File: config.mk
export PLATFORM = sky130hd
export DESIGN_NAME = bus_arbiter_flat
export DESIGN_NICKNAME = d
export VERILOG_FILES = /design/src/rtl/bus_arbiter_if.sv /design/src/rtl/bus_arbiter.sv /design/src/flat_wrapper.sv
export SDC_FILE = /design/constraint.sdc
export NUM_CORES = 1
export LEC_CHECK = 0
export BUFFER_PORTS_ARGS = -buffer_cell sky130_fd_sc_hd__buf_2
export CAP_MARGIN = 10
export CORE_MARGIN = 2
export CORE_UTILIZATION = 35
export CTS_BUF_LIST = sky130_fd_sc_hd__clkbuf_2
export DETAILED_ROUTE_END_ITERATION = 6
export PLACE_DENSITY = 0.69
export SYNTH_ARGS = -nofsm -noshare
export SYNTH_HDL_FRONTEND = slang
export SYNTH_SLANG_ARGS = --single-unit
File: constraint.sdc
create_clock -name clk -period 4.9 [get_ports clk]
set_clock_uncertainty 0.1 [all_clocks]
set_input_delay 0.98 -clock clk [delete_from_list [all_inputs] [get_ports clk]]
set_output_delay 0.98 -clock clk [all_outputs]
set_load 0.05 [all_outputs]
File: src/rtl/bus_arbiter_if.sv
// bus_arbiter_if: request/data/grant bundle shared between the requesters
// (master side) and the bus arbiter (slave side).
interface bus_arbiter_if #(
   parameter int CHANNELS = 4,
   parameter int BUS_SIZE = 32
);
   logic [CHANNELS-1:0]          req;
   logic [CHANNELS*BUS_SIZE-1:0] data_in;
   logic [CHANNELS-1:0]          grant;
   logic [CHANNELS-1:0]          selector;
   logic [BUS_SIZE-1:0]          data_out;
   logic                         data_valid;
   logic                         busy;
   logic                         timeout;

   modport master (
      output req, data_in,
      input  grant, selector, data_out, data_valid, busy, timeout
   );

   modport slave (
      input  req, data_in,
      output grant, selector, data_out, data_valid, busy, timeout
   );
endinterface

File: src/rtl/bus_arbiter.sv
// bus_arbiter: round-robin arbiter for CHANNELS requesters sharing one bus.
// IDLE -> GRANT -> RELEASE -> IDLE; the search starts after the last holder.
// Optional feature: define ARBITER_TIMEOUT_EN to force release of a holder
// after MAX_HOLD consecutive GRANT cycles (timeout pulses during RELEASE).
module bus_arbiter #(
   parameter int CHANNELS = 4,
   parameter int BUS_SIZE = 32,
   parameter int MAX_HOLD = 16
) (
   input logic          clk,
   input logic          reset_n,
   bus_arbiter_if.slave bus
);
   localparam int IW = (CHANNELS > 1) ? $clog2(CHANNELS) : 1;

   typedef enum logic [1:0] {
      S_IDLE    = 2'd0,
      S_GRANT   = 2'd1,
      S_RELEASE = 2'd2
   } state_t;

   state_t              state_q, state_d;
   logic [CHANNELS-1:0] grant_q, grant_d;
   logic [IW-1:0]       sel_q, sel_d;
   logic [IW-1:0]       ptr_q, ptr_d;
   logic [BUS_SIZE-1:0] data_out_q, data_out_d;
   logic                data_valid_q, data_valid_d;
   logic                busy_q, busy_d;
   logic [IW-1:0]       win_s;
   logic [IW-1:0]       idx_s;
   logic                win_found_s;
   logic                forced_s;
   logic                release_s;
`ifdef ARBITER_TIMEOUT_EN
   localparam int CW = (MAX_HOLD > 1) ? $clog2(MAX_HOLD + 1) : 1;
   logic [CW-1:0]       hold_q, hold_d;
   logic                timeout_q, timeout_d;
`endif

   // Round-robin winner: first requester after ptr; lowest offset written last wins.
   always_comb begin
      win_s       = {IW{1'b0}};
      idx_s       = {IW{1'b0}};
      win_found_s = 1'b0;
      for (int k = CHANNELS; k >= 1; k--) begin
         idx_s = IW'((int'(ptr_q) + k) % CHANNELS);
         if (bus.req[idx_s]) begin
            win_s       = idx_s;
            win_found_s = 1'b1;
         end else begin
            win_found_s = win_found_s;
         end
      end
   end

   // Release condition: holder dropped its request, or hold limit reached.
   always_comb begin
`ifdef ARBITER_TIMEOUT_EN
      forced_s = bus.req[sel_q] && (hold_q == CW'(MAX_HOLD - 1));
`else
      forced_s = 1'b0;
`endif
      release_s = !bus.req[sel_q] || forced_s;
   end

   // Next-state and next-output computation for the arbitration FSM.
   always_comb begin
      state_d      = state_q;
      grant_d      = grant_q;
      sel_d        = sel_q;
      ptr_d        = ptr_q;
      data_out_d   = data_out_q;
      data_valid_d = data_valid_q;
      busy_d       = busy_q;
`ifdef ARBITER_TIMEOUT_EN
      hold_d       = hold_q;
      timeout_d    = 1'b0;
`endif
      case (state_q)
         S_IDLE: begin
            if (win_found_s) begin
               state_d      = S_GRANT;
               sel_d        = win_s;
               busy_d       = 1'b1;
               data_valid_d = 1'b0;
               for (int i = 0; i < CHANNELS; i++) begin
                  grant_d[i] = (win_s == IW'(i));
               end
`ifdef ARBITER_TIMEOUT_EN
               hold_d       = {CW{1'b0}};
`endif
            end else begin
               busy_d = 1'b0;
            end
         end
         S_GRANT: begin
            if (release_s) begin
               // Selector returns to 0 together with grant; ptr remembers the holder.
               state_d      = S_RELEASE;
               grant_d      = {CHANNELS{1'b0}};
               sel_d        = {IW{1'b0}};
               ptr_d        = sel_q;
               data_valid_d = 1'b0;
               busy_d       = 1'b1;
`ifdef ARBITER_TIMEOUT_EN
               timeout_d    = forced_s;
`endif
            end else begin
               data_out_d   = bus.data_in[sel_q*BUS_SIZE +: BUS_SIZE];
               data_valid_d = 1'b1;
`ifdef ARBITER_TIMEOUT_EN
               hold_d       = hold_q + CW'(1);
`endif
            end
         end
         S_RELEASE: begin
            state_d = S_IDLE;
            busy_d  = 1'b0;
         end
         default: begin
            state_d      = S_IDLE;
            grant_d      = {CHANNELS{1'b0}};
            sel_d        = {IW{1'b0}};
            data_valid_d = 1'b0;
            busy_d       = 1'b0;
         end
      endcase
   end

   // State and output registers; reset points ptr at the last channel so channel 0 wins first.
   always_ff @(posedge clk or negedge reset_n) begin
      if (!reset_n) begin
         state_q      <= S_IDLE;
         grant_q      <= {CHANNELS{1'b0}};
         sel_q        <= {IW{1'b0}};
         ptr_q        <= IW'(CHANNELS - 1);
         data_out_q   <= {BUS_SIZE{1'b0}};
         data_valid_q <= 1'b0;
         busy_q       <= 1'b0;
`ifdef ARBITER_TIMEOUT_EN
         hold_q       <= {CW{1'b0}};
         timeout_q    <= 1'b0;
`endif
      end else begin
         state_q      <= state_d;
         grant_q      <= grant_d;
         sel_q        <= sel_d;
         ptr_q        <= ptr_d;
         data_out_q   <= data_out_d;
         data_valid_q <= data_valid_d;
         busy_q       <= busy_d;
`ifdef ARBITER_TIMEOUT_EN
         hold_q       <= hold_d;
         timeout_q    <= timeout_d;
`endif
      end
   end

   assign bus.grant      = grant_q;
   assign bus.selector   = CHANNELS'(sel_q);
   assign bus.data_out   = data_out_q;
   assign bus.data_valid = data_valid_q;
   assign bus.busy       = busy_q;
`ifdef ARBITER_TIMEOUT_EN
   assign bus.timeout    = timeout_q;
`else
   assign bus.timeout    = 1'b0;
`endif
endmodule

File: src/flat_wrapper.sv
// flat-port wrapper written by rule: the top's interface ports become plain ports
module bus_arbiter_flat 
#(
   parameter int CHANNELS = 4,
   parameter int BUS_SIZE = 32,
   parameter int MAX_HOLD = 16
)
  (clk, reset_n, bus_req, bus_data_in, bus_grant, bus_selector, bus_data_out, bus_data_valid, bus_busy, bus_timeout);
  bus_arbiter_if #(.CHANNELS(CHANNELS), .BUS_SIZE(BUS_SIZE)) bus_i ();
  input logic clk;
  input logic reset_n;
  input wire logic [$bits(bus_i.req)-1:0] bus_req;
  input wire logic [$bits(bus_i.data_in)-1:0] bus_data_in;
  output wire logic [$bits(bus_i.grant)-1:0] bus_grant;
  output wire logic [$bits(bus_i.selector)-1:0] bus_selector;
  output wire logic [$bits(bus_i.data_out)-1:0] bus_data_out;
  output wire logic [$bits(bus_i.data_valid)-1:0] bus_data_valid;
  output wire logic [$bits(bus_i.busy)-1:0] bus_busy;
  output wire logic [$bits(bus_i.timeout)-1:0] bus_timeout;
  assign bus_i.req = bus_req;
  assign bus_i.data_in = bus_data_in;
  assign bus_grant = bus_i.grant;
  assign bus_selector = bus_i.selector;
  assign bus_data_out = bus_i.data_out;
  assign bus_data_valid = bus_i.data_valid;
  assign bus_busy = bus_i.busy;
  assign bus_timeout = bus_i.timeout;
  bus_arbiter #(.CHANNELS(CHANNELS), .BUS_SIZE(BUS_SIZE), .MAX_HOLD(MAX_HOLD)) u_core (.clk(clk), .reset_n(reset_n), .bus(bus_i));
endmodule
After elaboration in Yosys (flattened, before gate mapping)
Index checks and enable logic that the tools add are counted.
W data, S select, Z words.

word-level totals
  register bits after elaboration = 44
  bits of input ports = 134
  output and inout bits = 43
  word-level logic and storage cells = 66

cells by class
  add/subtract/negate cells = 4
  $lt $le $gt $ge = 5
  eq/ne operators = 7
  shift-type cells = 1
  mux-type cells = 33
  bitwise logic cells = 2
  reductions and logical operators = 7

operators by type and width
  cell                   count
  $shiftx A128 B8 Y32    1
  $mux W2                8
  $lt A2 B3 Y1 const B   5
  $mux W1                13
  $pmux W4 S3            1
  $bmux W1 S2            5
  $mux W4                2
  $reduce_and A2 Y1      4
  $eq A2 B2 Y1 const B   3
  $pmux W2 S3            1
  $add A2 B1 Y2 const B  2
  $add A2 B2 Y2 const B  2
  $eq A2 B1 Y1 const B   2
  $logic_not A2 Y1       2
  $pmux W2 S2            1
  $pmux W1 S3            1
  $reduce_and A3 Y1      1
  $ne A2 B1 Y1 const B   1
  $ne A2 B2 Y1 const B   1
  $not A1 Y1             2
  $pmux W1 S2            1

Depth between registers and ports, before layout
Gate-level depths: netlist of run 1.

  depth after elaboration = 10
  gate-level depth with buffers = 5

Worst setup path after synthesis of run 1
OpenSTA, ideal clock, no wires.

  kind = input to register
  from = in bus_req[3]
  to = reg u_core.data_out_q[12] (netlist: u_core.bus.data_out[12])
  library setup time = 125 ps
  arrival = 2143 ps
  required time = 4675 ps
  path slack = 2532 ps
  stages = 4
  path buffers = 1
  path through = mux4_2 nand3b_4 buf_12 mux2_4

on the way
  cells in the longest elaborated chain, start to end = 3

ends and longest elaborated chain
  what                                RTL line            source
  start, declared                     flat_wrapper.sv:12  input wire logic [$bits(bus_i.req)-1:0] bus_req;
  $bmux W1 S2                         bus_arbiter.sv:63   release_s = !bus.req[sel_q] || forced_s;
  $mux W1 (implied by the code)       bus_arbiter.sv:63
  $reduce_and A2 Y1 (no source line)  -
  end signal, assigned                bus_arbiter.sv:137  data_out_q <= {BUS_SIZE{1'b0}};
  end signal, assigned                bus_arbiter.sv:149  data_out_q <= data_out_d;
  end, declared                       bus_arbiter.sv:26   logic [BUS_SIZE-1:0] data_out_q, data_out_d;

Every way passes these cells. The select of a mux whose other input is x is not followed.
A chain may end at the register's enable or synchronous reset.

Worst setup path after layout of run 1
  from = reg u_core.sel_q[1]
  to = out bus_selector[1]

RTL lines
  what                    RTL line            source
  start, declared         bus_arbiter.sv:24   logic [IW-1:0] sel_q, sel_d;
  start signal, assigned  bus_arbiter.sv:135  sel_q <= {IW{1'b0}};
  start signal, assigned  bus_arbiter.sv:147  sel_q <= sel_d;
  end, declared           flat_wrapper.sv:15  output wire logic [$bits(bus_i.selector)-1:0] bus_selector;

No word-level cell between the ends.

==> impl_summary.md, run 1 <==
Placed design
At the end of routability-driven placement, the weighted congestion stood at 0.746. The sum of net half-perimeters after detailed placement is 5.35 mm. The number of input and output port buffers inserted is roughly 170.

Timing
The hold violation count in the final report is 0. The peak clock frequency supported by timing is 321 MHz. The final worst-path cycle share is 0.635. Setup violations remaining at the end of the flow were counted as 0. Setup repair after global routing left no endpoint under its margin. The slew at the pin with the worst max-slew slack is 0.965 ns. The max-slew violation total from the final report is 0.

After routing, the total negative slack on setup checks comes to 0 ns. After layout, the minimum clock period comes to 3.11 ns. The tightest hold path in the finished design has a slack of 0.434 ns. Headroom to the max-slew limit came out at 0.357.

Worst hold path
The path class of the tightest hold or removal check is reg -> reg. In this run the most critical hold path is launched from u_core.bus.data_out[2].

Global routing
The via count of the first global-routing pass is around 2200. Entering global routing, the biggest net connects 45 pins. The met2 usage in global routing is 0.296. The first global-routing pass estimated 11.0 mm of wire. The overall routing resource usage is 0.164. The fraction of met3 tracks used by global routing is 0.0411. The met1 usage in global routing is 0.201. The initial antenna violation count is 0. met2 is the most crowded layer. Summed over all layers, the global routing overflow is 0.

Finish
The repair_antennas step left the layout with diodes totalling 0. The fraction of layout instances using a drive strength above 1 is 0.776. The total number of nets in the final design is about 460.

The area growth from synthesis to layout is 35.0%. Registers take 1100 um2. The final core area utilization is 0.481. The area of the multi-input gates is 1480 um2. The number of inserted filler cells in the final layout is 716.

Synth
The synthesized area per cell is 16.8 um2. For this run, the number of Yosys warnings is 0. The post-synthesis cell count is 161.

After synthesis the cells add up to between 2000 and 3000 um2. The number of library cell types mapped by synthesis is 33. Synthesis inferred 44 register bits. Of the synthesized area, sequential elements account for 0.407.

Setup path
The beginning of the critical path is u_core.sel_q[1]. The arrival time of data at the critical path endpoint is between 2 and 2.5 ns. In this run the critical register-to-register path is launched from u_core.sel_q[0]. STA classifies the critical path endpoint as an output port. In this run the worst path has a maximum fanout of 20. The required time of the critical path is 3.82 ns. The critical path start-end classification is reg -> out. STA classifies the critical path startpoint as a register.

CTS
After clock tree synthesis, the clock-pin slew on the worst setup and hold paths is approximately 0.22 ns. TritonCTS built the clock tree. Counting the buffers created by CTS gives 5. The H-tree depth is 2. Clock tree synthesis found a total of 44 sinks.

The clock passes through at most 2 buffers. After clock tree synthesis, the setup repair step added 0 buffers. The number of buffers added to fix hold violations after cts is 0. The clock root buffer is clkbuf_2. The clock latency reported for the late side of the worst-skew pair is 0.39 ns. The count of instances resized after the clock tree is built is 0.

Power
Of the total power, combinational logic draws 0.646. The share of total power consumed by net switching is 0.478. The portion of total power attributed to sequential cells is 0.277. The portion of total power attributed to the clock network is 0.077. The switching power total is 1.24 mW. In this run the power density over the cells is 709 nW/um2.

IR analysis of the VDD net gives a maximum drop of around 0.34 mV. The cell-internal power is 1.35 mW. In this run the static leakage power is 1.84 nW.

Floorplanning
In this run the count of I/O pins placed on the die edge is around 180. After floorplanning, the core was divided into 32 placement rows. The floorplan step set the die height to just over 90 um.

From left edge to right edge, the die measures 92.0 um. The die covers 8470 um2. The total core area is 7610 um2.

The starting density of the core is 0.356.

Status
The run finished with clean final reports.

Drt
Dividing the detail-routed wire length by the instance count gives between 15 and 20 um. The violation count after the first detailed-routing iteration is 47. The total detailed-routing wirelength is between 6 and 7 mm. In the routed design, unresolved DRC markers number 0.

The count of nets left with antenna violations once routing finished came out at 0. The count of TritonRoute iterations in the first routing pass is 4. The routed layout has 2131 vias. After detailed routing, the number of vias per cell comes to 4.92.

Run
Across the run, the number of max-cap violations was 0.
-- registers in the layout, summed over array words and instances (netlist names) --
| name | cells |
|---|---|
| u_core.bus.data_out | 32 |
| u_core.bus.grant | 4 |
| u_core.ptr_q | 2 |
| u_core.sel_q | 2 |
| u_core.state_q | 2 |
| u_core.bus.busy | 1 |
| u_core.bus.data_valid | 1 |
-- metal layers --
layer | vias to the layer above | share of wire
met5 | - | 0
met4 | 0 | 0.0061
met3 | 5 | 0.073
met2 | 98 | 0.52
met1 | 1054 | 0.40
li1 | 974 | -
-- path summary, 6_finish.rpt --
path	slack [ns]	depth (start not counted)	to
hold / removal	0.43	1	u_core.bus.data_out[2]
setup reg to reg	2.20	4	u_core.bus.grant[1]
max in group asynchronous	3.46	1	u_core.sel_q[0]
hold reg to reg	0.43	1	u_core.bus.data_out[2]
min in group asynchronous	0.61	1	u_core.bus.grant[0]
setup / recovery	1.79	2	bus_selector[1]
-- cell usage in the layout, fill, tap and decap left out, types with 2 or more instances in the layout --
cell type	Yosys	final
mux2_2	6	6
clkbuf_2	1	6
dfrtp_1	42	41
nor2_1	4	4
buf_2	3	173
nand2b_1	4	4
conb_1	1	3
inv_1	2	2
o2bb2ai_1	2	2
nor3_1	2	2
mux4_2	33	33
a22o_1	3	3
a21oi_1	3	3
dfstp_2	2	2
buf_4	4	2
mux2_4	28	28
-- synthesized netlist by cell type --
cell type / number / area, um2
a211o_1: 1 / 8.76
a211oi_1: 1 / 7.51
a21bo_2: 1 / 10.0
a21oi_1: 3 / 15.0
a22o_1: 3 / 26.3
buf_12: 3 / 60.1
buf_2: 3 / 15.0
buf_4: 4 / 30.0
buf_6: 1 / 11.3
clkbuf_1: 3 / 11.3
clkbuf_2: 1 / 5.00
conb_1: 1 / 3.75
dfrtp_1: 42 / 1050
dfstp_2: 2 / 52.6
inv_1: 2 / 7.51
mux2_2: 6 / 67.6
mux2_4: 28 / 420
mux4_2: 33 / 743
nand2_1: 1 / 3.75
nand2b_1: 4 / 25.0
nand3_1: 1 / 5.00
nand3b_4: 1 / 20.0
nor2_1: 4 / 15.0
nor3_1: 2 / 10.0
nor3b_4: 1 / 18.8
nor4_1: 1 / 6.26
o211ai_1: 1 / 7.51
o21ai_0: 1 / 5.00
o21ai_2: 1 / 8.76
o22a_1: 1 / 8.76
o2bb2ai_1: 2 / 17.5
o31ai_1: 1 / 7.51
or3_1: 1 / 6.26
-- power groups by stage --
| stage | sequential [mW] | combinational (mW) | clock (mW) |
|---|---|---|---|
| 6_report | 0.718 | 1.68 | 0.200 |
| 5_1_grt | 0.754 | 1.77 | 0.229 |
| 4_1_cts | 0.724 | 1.70 | 0.211 |
| 3_5_place_dp | 0.731 | 1.69 | 0 |
| 3_3_place_gp | 0.724 | 1.67 | 0 |
| 2_1_floorplan | 1.23 | 0.885 | 0 |
-- worst max-delay path, stage by stage (launching register included) --
cell	delay, ns
dfrtp_1	0.87
buf_4	0.42
buf_2	0.33
-- cell families (layout without fill, tap and decap cells) --
kind of cell,after synthesis,count (layout),synth area share
multiplexers,67,67,0.454
buffers and inverters,17,185,0.0517
AO/OA/AOI/OAI,16,16,0.0452
flip-flops,44,44,0.407
AND/OR/NAND/NOR,16,16,0.0406
other,1,3,0.00138
-- area by class of cell --
cell class / instances / area share
clock buffer: 6 / 0.00820
clock inverter: 2 / 0.00957
inverter: 2 / 0.00205
multi-input combinational: 102 / 0.403
sequential: 44 / 0.302
tap: 102 / 0.0349
timing repair buffer: 175 / 0.241
-- per-stage QoR --
| stage | cells | total power, mW | area, um2 | setup slack (ns) |
|---|---|---|---|---|
| global route | 433 | 2.75 | 3660 | 1.63 |
| global placement | 425 | 2.39 | 3600 | 1.98 |
| detailed placement | 425 | 2.42 | 3600 | 1.93 |
| finish | 433 | 2.60 | 3660 | 1.79 |
| CTS | 433 | 2.63 | 3660 | 1.73 |
| floorplan | 163 | 2.12 | 2720 | 2.53 |
Power figures use the tool's default switching activity.
==> run 2, diff against run 1 <==
clock period = 2.98 ns   (was 4.9 ns; I/O delays follow)
==> run 2 against run 1 <==
  * Via count grew 0.75%
  * Setup slack lost 1.1 ns
  * Highest routed layer unchanged
  * Final cell count grew 0.69%
==> impl_summary.md, run 2 (synthesis results as in run 1) <==
Finish
The area of the multi-input gates is 1480 um2 (unchanged). The number of inserted filler cells in the final layout came to 686 (-4.2%). The number of flip-flops under the largest register name is 32 (unchanged).

The count of antenna diodes in the layout is 0 (unchanged). The commonest non-fill, non-tap cell in the layout is buf_2. The final core area utilization is 0.489 (+0.00789).

The post-layout instance count excluding filler cells is 436 (+0.69%). The total number of nets in the final design is 467 (+0.65%). The top cell types in the final layout, fill and taps aside, are 173 x buf_2, 41 x dfrtp_1, 33 x mux4_2, 28 x mux2_4.

The area growth from synthesis to layout is 37.2%. The fraction of layout instances using a drive strength above 1 came to 0.778 (+0.00201). The footprint of the flip-flops and latches was 1100 um2 (unchanged). The finished layout cell area is 3720 um2 (+1.6%).

CTS
The H-tree depth is 2 (unchanged). The number of buffers added to fix hold violations after cts was 0 (unchanged). The CTS sink count is 44 (unchanged). The count of instances resized after the clock tree is built was 0 (unchanged).

The buffers inserted during post-CTS setup optimization was 0 (unchanged). The total CTS buffers was 5 (unchanged). The largest buffer count on any clock path came to 2 (unchanged). The clock root buffer is clkbuf_2. TritonCTS built the clock tree.

The clock latency reported for the late side of the worst-skew pair was 0.40 ns (about the same). The CTS clock-pin slew for the worst setup and hold paths is 0.24 ns (+0.02 ns).

Setup path
The depth of the most critical reg-to-reg path is 4 (unchanged). The reg-to-reg setup timing slack is 0.91 ns (-1.29 ns). The worst setup path is captured at an output port. The top fanout value on the critical path is 35 (+75%). The required time of the critical path is 2.28 ns (-1.54 ns). The critical path start-end classification is reg -> out. The worst register-to-register path begins at u_core.sel_q[0].

The worst setup path is launched from a register. The arrival time of data at the critical path endpoint is 1.61 ns (-0.42 ns). In this run the critical register-to-register path is captured at u_core.bus.data_out[10].

Timing
The final worst-path cycle share is 0.773. The slew at the pin with the worst max-slew slack is 1.01 ns (+0.0456 ns). The tightest slew margin relative to the limit is 0.326 (-0.0304). The total of endpoints with negative setup slack in the final report is 0 (unchanged).

The peak clock frequency supported by timing is 434 MHz. The accumulated negative setup slack is 0 ns (unchanged). The hold violation count in the final report is 0 (unchanged). The minimum period implied by the final worst setup slack is 2.30 ns.

The max-slew violation total from the final report is 0 (unchanged). Setup repair after global routing left no endpoint under its margin.

Floorplanning
The total core area is 7610 um2 (unchanged). The floorplan die area is 8470 um2 (unchanged). The die span in x is 92.0 um (unchanged). The starting density of the core was 0.356 (unchanged). The I/O pin count is 177 (unchanged).

The floorplan row count is 32 (unchanged). The y dimension of the die is 92.0 um (unchanged).

Global routing
The via count of the first global-routing pass is 2253 (+0.31%). The total congestion overflow after global routing is 0 (unchanged). The wire length of the first global-routing pass is 10.9 mm (-0.69%). The overall routing resource usage is 0.164 (-0.000527). The initial antenna violation count is 0 (unchanged). The largest net degree at the start of global routing is 45 (unchanged).

Placed design
The cell total after placement is 428 (+0.71%). The number of input and output port buffers inserted came to 173 (unchanged). The total cell area at the placement stage is 3630 um2 (+0.97%). The sum of net half-perimeters after detailed placement is 5.33 mm (-0.32%).

The final RePlAce weighted congestion came to 0.752 (+0.79%).

Run
The number of maximum-capacitance violations is 0 (unchanged).

Worst hold path
The kind of path behind the tightest hold check is in -> async.

Drt
The routed length per instance came to 15.7 um (-0.92%). The number of remaining DRC errors was 0 (unchanged). The count of TritonRoute iterations in the first routing pass is 4 (unchanged).

The violation count after the first detailed-routing iteration is 38 (-19%). The total detailed-routing wirelength is 6.84 mm (-0.23%). The via-per-instance ratio was 4.92 (about the same). The total via count in the routed design was 2147 (+0.75%). The remaining antenna violation count after routing is 0 (unchanged).

Power
The overall power is 4.40 mW (+69%). The worst vdd rail ir drop came to 0.730 mV (+120%). The power per cell area is 1180 nW/um2 (+67%). The leakage power is 1.87 nW (+1.6%).

Status
The run finished with clean final reports.
## run 2: changes by cell type in the layout (fill, tap and decap cells not counted)
cell and change:
buf_12 +1, buf_4 +2, bufinv_16 +1, clkinv_2 -1
## run 2: cell type report
cell class / instances / area share
repair buffers: 178 / 0.246
flip-flops and latches: 44 / 0.297
inverters: 2 / 0.00202
multi-input cells: 102 / 0.396
clock buffers: 6 / 0.00807
clock inverters: 2 / 0.0161
well taps: 102 / 0.0343
## run 2: worst max path at each step
stage | startpoint | endpoint | slack (ns) | depth (start not counted)
CTS | u_core.sel_q[1] | bus_selector[1] | 0.63 | 2
floorplan | u_core.sel_q[0] | u_core.bus.data_out[12] | 0.72 | 5
detailed placement | bus_req[3] | u_core.bus.data_out[10] | 0.61 | 5
finish | u_core.sel_q[1] | bus_selector[1] | 0.68 | 2
global route | u_core.sel_q[1] | bus_selector[1] | 0.55 | 2
global placement | bus_req[3] | u_core.bus.data_out[10] | 0.65 | 5
## run 2: per-stage QoR
| stage | setup WS, ns | hold WS, ns |
|---|---|---|
| finish | 0.678 | 0.219 |
| global route | 0.552 | 0.235 |
| CTS | 0.632 | 0.226 |
| detailed placement | 0.612 | 0.375 |
| global placement | 0.652 | 0.383 |
| floorplan | 0.720 | 0.200 |
## run 2: worst max-delay path, cell delays in order, from the launching register on
cell     delay, ns
dfrtp_1       0.42
buf_4         0.42
buf_2         0.36
## run 2: metal layers
metal	vias up	global-route usage	share of wire
met5	-	0	0
met1	1056	0.195	0.40
met2	103	0.302	0.51
li1	982	-	-
met3	6	0.0411	0.078
met4	0	0.0299	0.0072
## run 2: where the power goes
part | internal, mW | switching [mW]
logic | 1.20 | 1.67
registers | 0.907 | 0.189
clock network | 0.230 | 0.199
